--- src/rtl/cmp_minmax_ctrl.sv ---
// ============================================================================
//  Module      : cmp_minmax_ctrl
//  Description : Frame min/max/count sequencer. Streams signed samples through
//                one shared external signed comparator, comparing each sample
//                against the running maximum and then against the running
//                minimum, and reports max/min/count at the end of the frame.
//                Optional feature macro: MINMAX_IDX_EN (adds zero-based
//                max/min index outputs).
//  Revision    : 1.0 - initial release
// ============================================================================
`default_nettype none

module cmp_minmax_ctrl #(
    parameter int W  = 8,
    parameter int CW = 8
) (
    input  logic          clk,
    input  logic          rst_n,
    input  logic          start,
    input  logic          in_valid,
    input  logic [W-1:0]  in_data,
    input  logic          in_last,
    output logic          in_ready,
    output logic [W-1:0]  cmp_a,
    output logic [W-1:0]  cmp_b,
    input  logic          cmp_gt,
    input  logic          cmp_lt,
    output logic          out_valid,
    input  logic          out_ready,
    output logic [W-1:0]  out_max,
    output logic [W-1:0]  out_min,
    output logic [CW-1:0] out_cnt,
`ifdef MINMAX_IDX_EN
    output logic [CW-1:0] out_max_idx,
    output logic [CW-1:0] out_min_idx,
`endif
    output logic          busy
);

    localparam logic [2:0] S_IDLE   = 3'd0;
    localparam logic [2:0] S_FIRST  = 3'd1;
    localparam logic [2:0] S_WAIT   = 3'd2;
    localparam logic [2:0] S_CMPMAX = 3'd3;
    localparam logic [2:0] S_CMPMIN = 3'd4;
    localparam logic [2:0] S_DONE   = 3'd5;

    localparam logic [CW-1:0] c_cnt_max = {CW{1'b1}};
    localparam logic [CW-1:0] c_cnt_one = CW'(1);

    logic [2:0]    r_state;
    logic [2:0]    w_next_state;
    logic          r_armed;      // low for the first edge after reset release
    logic [W-1:0]  r_max;
    logic [W-1:0]  r_min;
    logic [CW-1:0] r_cnt;
    logic [W-1:0]  r_s;          // sample held across the two compare cycles
    logic          r_l;          // its last-sample flag
    logic          w_in_xfer;
    logic          w_out_xfer;

    assign w_in_xfer  = in_valid & in_ready;
    assign w_out_xfer = out_valid & out_ready;

    assign out_max = r_max;
    assign out_min = r_min;
    assign out_cnt = r_cnt;

    // State register
    always_ff @(posedge clk or negedge rst_n) begin
        if (!rst_n) begin
            r_state <= S_IDLE;
        end else begin
            r_state <= w_next_state;
        end
    end

    // Arm START only from the second edge after reset release, so a START
    // coincident with reset deassertion is dropped
    always_ff @(posedge clk or negedge rst_n) begin
        if (!rst_n) begin
            r_armed <= 1'b0;
        end else begin
            r_armed <= 1'b1;
        end
    end

    // Next-state logic
    always_comb begin
        w_next_state = r_state;
        case (r_state)
            S_IDLE:   if (start && r_armed) w_next_state = S_FIRST;
            S_FIRST:  if (w_in_xfer) w_next_state = in_last ? S_DONE : S_WAIT;
            S_WAIT:   if (w_in_xfer) w_next_state = S_CMPMAX;
            S_CMPMAX: w_next_state = S_CMPMIN;
            S_CMPMIN: w_next_state = r_l ? S_DONE : S_WAIT;
            S_DONE:   if (w_out_xfer) w_next_state = S_IDLE;
            default:  w_next_state = S_IDLE;
        endcase
    end

    // Output decode: handshakes, busy flag and comparator operand steering
    always_comb begin
        in_ready  = 1'b0;
        out_valid = 1'b0;
        busy      = (r_state != S_IDLE);
        cmp_a     = '0;
        cmp_b     = '0;
        case (r_state)
            S_FIRST,
            S_WAIT:   in_ready = 1'b1;
            S_CMPMAX: begin
                cmp_a = r_s;
                cmp_b = r_max;
            end
            S_CMPMIN: begin
                cmp_a = r_s;
                cmp_b = r_min;
            end
            S_DONE:   out_valid = 1'b1;
            default:  ;
        endcase
    end

    // Frame datapath: seed on the first sample, then strict-compare updates
    // so ties keep the earliest max/min
    always_ff @(posedge clk or negedge rst_n) begin
        if (!rst_n) begin
            r_max <= '0;
            r_min <= '0;
            r_cnt <= '0;
            r_s   <= '0;
            r_l   <= 1'b0;
        end else begin
            case (r_state)
                S_FIRST: begin
                    if (w_in_xfer) begin
                        r_max <= in_data;
                        r_min <= in_data;
                        r_cnt <= c_cnt_one;
                    end
                end
                S_WAIT: begin
                    if (w_in_xfer) begin
                        r_s <= in_data;
                        r_l <= in_last;
                    end
                end
                S_CMPMAX: begin
                    if (cmp_gt) r_max <= r_s;
                end
                S_CMPMIN: begin
                    if (cmp_lt) r_min <= r_s;
                    if (r_cnt != c_cnt_max) r_cnt <= r_cnt + c_cnt_one;
                end
                default: ;
            endcase
        end
    end

`ifdef MINMAX_IDX_EN
    logic [CW-1:0] r_max_idx;
    logic [CW-1:0] r_min_idx;

    assign out_max_idx = r_max_idx;
    assign out_min_idx = r_min_idx;

    // Index tracking: the count still holds the pre-increment value during
    // both compare cycles, which is the zero-based index of the sample
    always_ff @(posedge clk or negedge rst_n) begin
        if (!rst_n) begin
            r_max_idx <= '0;
            r_min_idx <= '0;
        end else begin
            case (r_state)
                S_FIRST: begin
                    if (w_in_xfer) begin
                        r_max_idx <= '0;
                        r_min_idx <= '0;
                    end
                end
                S_CMPMAX: if (cmp_gt) r_max_idx <= r_cnt;
                S_CMPMIN: if (cmp_lt) r_min_idx <= r_cnt;
                default: ;
            endcase
        end
    end
`endif

endmodule

`default_nettype wire

--- config.mk ---
export PLATFORM = sky130hd
export DESIGN_NAME = cmp_minmax_ctrl
export DESIGN_NICKNAME = d
export VERILOG_FILES = /design/src/rtl/cmp_minmax_ctrl.sv
export SDC_FILE = /design/constraint.sdc
export NUM_CORES = 1
export LEC_CHECK = 0
export CORE_MARGIN = 2
export CORE_UTILIZATION = 51
export CTS_CLUSTER_SIZE = 14
export DETAILED_ROUTE_END_ITERATION = 12
export PLACE_DENSITY_LB_ADDON = 0.15
export REMOVE_ABC_BUFFERS = 1
export SYNTH_ARGS = -nofsm -noshare
export SYNTH_HDL_FRONTEND = slang
export SYNTH_SLANG_ARGS = --single-unit
--- constraint.sdc ---
create_clock -name clk -period 3 [get_ports clk]
set_input_delay 0.6 -clock clk [delete_from_list [all_inputs] [get_ports clk]]
set_output_delay 0.6 -clock clk [all_outputs]
set_load 0.01 [all_outputs]
==> results.cfg <==
[outcome]
status = finished, final reports clean

[critical_path]
rr_endpoint = out_cnt[0]
startpoint_type = register
r2r-start = r_state[0]
crit_path_end_kind = output port
path_class = register to output port
crit_arrival_ns = 2.06
critPathMaxFanout = 8
reg2reg_slack_ns = 1.14
reg2regPathDepth = 5
required_ns = 2.40

[yosys]
synth_edf_count = 0
syn_area_per_cell_um2 = 9.541
yosysSeqAreaShare = 0.4599
synthDistinctLibCells = 42
synthArstFlopShare = 1.000
yosys_warnings = 0
synth_cells = 211
syn_area_um2 = 2013
synth_seq_cells = 37
synth-main-ff-cell = dfrtp_1

[global_routing]
grt-busiest-layer = met2
gr-total-overflow = 0
use_met2 = 0.3888
grtUsageTotal = 0.2376
grt_pass1_vias = 1728
grt_pass1_wl_um = 7886
grtUsageMet3 = 0.04561
antenna_found_initial = 0
grtUsageMet1 = 0.3047
grt_max_degree = 38

[cells_and_area]
area_delta_synth_final_pct = 38.16
finalNetCount = 290
final_cell_mix = 57 x clkdlybuf4s50_1, 37 x dfrtp_1, 30 x nand2_1
multiInputGateArea_um2 = 1010
seq_area_um2 = 925.9
drive_gt1_frac = 0.1277
nFillCells = 285
fin_cells = 322
final_common_cell = clkdlybuf4s50_1
diodes = 0

[floorplan]
die-area_um2 = 4466
rows = 22
die_w_um = 66.83
start_util = 0.5418
die_h_um = 66.83
coreArea_um2 = 3716
ioPinCount = 59

[clock_tree]
numCtsBuffers = 5
cts_buffer_depth = 2
root_buffer = clkbuf_8
post-cts-setup-buffers = 0
postCtsHoldBufs = 0
ctsHtreeMaxLevel = 2
worstSkewPairLatency_ns = 0.30
cts.sinks = 37
clk_pin_slew_ns = 0.08
cts_tree = yes
cts_repair_resize_count = 0

[routing]
vias = 1821
dr.pass1.iters = 4
drt_wl_total_um = 4727
wl_per_cell_um = 14.68
route.detailed.drc = 0
viasPerCell = 5.655
drtAntennaViolNets = 0
drt_iter0_drc = 131

[timing]
finalSetupTns_ns = 0
post-route-min-period_ns = 2.656
finalSetupViolCount = 0
fin_crit_sh = 0.8854
timing.fmax_mhz = 376.5
worst_pin_slew_ns = 0.8184
finClkSkew_ns = 0.008184
relSlewSlack = 0.4544
rsz0062_at_grt = false
final_max_slew_viol_count = 0
worst_slack_ns = 0.3438
fin_hold_ws_ns = 0.3929
hold_viol = 0

[placement]
post-place-cells = 314
place.gp.congestion = 0.8686
dp_slack_ns = 0.6599
io_buffer_count = 58
dpl.hpwl_um = 3300

[pwr]
p_per_area_nw_per_um2 = 997.3
p_leak_uw = 0.001138
ir_drop_v = 0.0005566

[job]
drv_cap = 0

[hold_path]
hold_class = input port to asynchronous set/reset pin
-- synthesized netlist by cell type, types with 2 or more instances --
library cell	count	area share
and2_1	11	0.034
nor4_1	2	0.0062
dfrtp_1	37	0.46
o41ai_1	2	0.0087
mux2_2	10	0.056
o31ai_1	2	0.0075
nand3b_1	2	0.0075
nor2_1	16	0.030
a22o_1	9	0.039
buf_2	2	0.0050
o21ai_0	12	0.030
a221oi_1	2	0.0087
nor3b_1	2	0.0075
nor2b_1	2	0.0062
inv_1	4	0.0075
nand3_1	2	0.0050
nor3_1	2	0.0050
nand2_1	30	0.056
mux2i_1	9	0.045
clkbuf_1	8	0.015
buf_4	3	0.011
a21oi_1	13	0.032
a31oi_1	10	0.031
-- worst max-delay path by stage --
stage          startpoint         end  slack (ns)
2_1_floorplan  r_state[2]  out_cnt[3]        0.73
3_3_place_gp   r_state[0]    cmp_a[5]        0.70
3_5_place_dp     in_valid      r_s[0]        0.66
4_1_cts        r_state[0]    cmp_a[7]        0.33
5_1_grt        r_state[2]    cmp_b[6]        0.26
6_report       r_state[0]    cmp_a[7]        0.34
-- where the power goes --
part	total, uW	internal [uW]	leakage, uW	switching, uW
registers	878	704	0.000452	174
logic	1440	775	0.000629	660
clock network	460	270	0.0000574	190
-- through the flow --
stage	total power, uW	instance area, um^2	util
2_1_floorplan	1613	1951	-
3_3_place_gp	2294	2661	0.7162
3_5_place_dp	2332	2661	0.7162
4_1_cts	2790	2781	0.7485
5_1_grt	2974	2781	0.7485
6_report	2774	2781	0.7485
-- state kept, by name, indices dropped and copies added (netlist names) --
| name | flops |
|---|---|
| out_min | 8 |
| out_cnt | 8 |
| out_max | 8 |
| r_armed | 1 |
| r_l | 1 |
| r_s | 8 |
| r_state | 3 |
-- cell type report --
class,count,area share
clock buffer,6,0.02969
clock inverter,2,0.01350
inverter,4,0.005398
multi-input combinational,157,0.3630
sequential,37,0.3329
tap,48,0.02159
timing repair buffer,68,0.2339
-- critical path, cell delays in order (launching register included) --
cell and delay, ns:
dfrtp_1 0.42, or3b_4 0.38, nand2_1 0.25, and2_1 0.17
clkdlybuf4s50_1 0.54
-- layer usage --
metal / part of all wire / up-vias
met3: 0.066 / 7
li1: - / 878
met1: 0.43 / 865
met4: 0.014 / 0
met5: 0 / -
met2: 0.49 / 71
-- cell families (layout without fill, tap and decap cells) --
kind of cell	Yosys count	in the layout	synth area share
other cells	1	1	0.001863
mux	19	19	0.1007
compound gates	53	53	0.1697
simple gates	82	82	0.2188
fa+ha+maj	1	1	0.006214
buf+inv	17	80	0.03853
flops	37	37	0.4599
xor+xnor	1	1	0.004351
No activity file was read; power rests on OpenSTA's default activity.
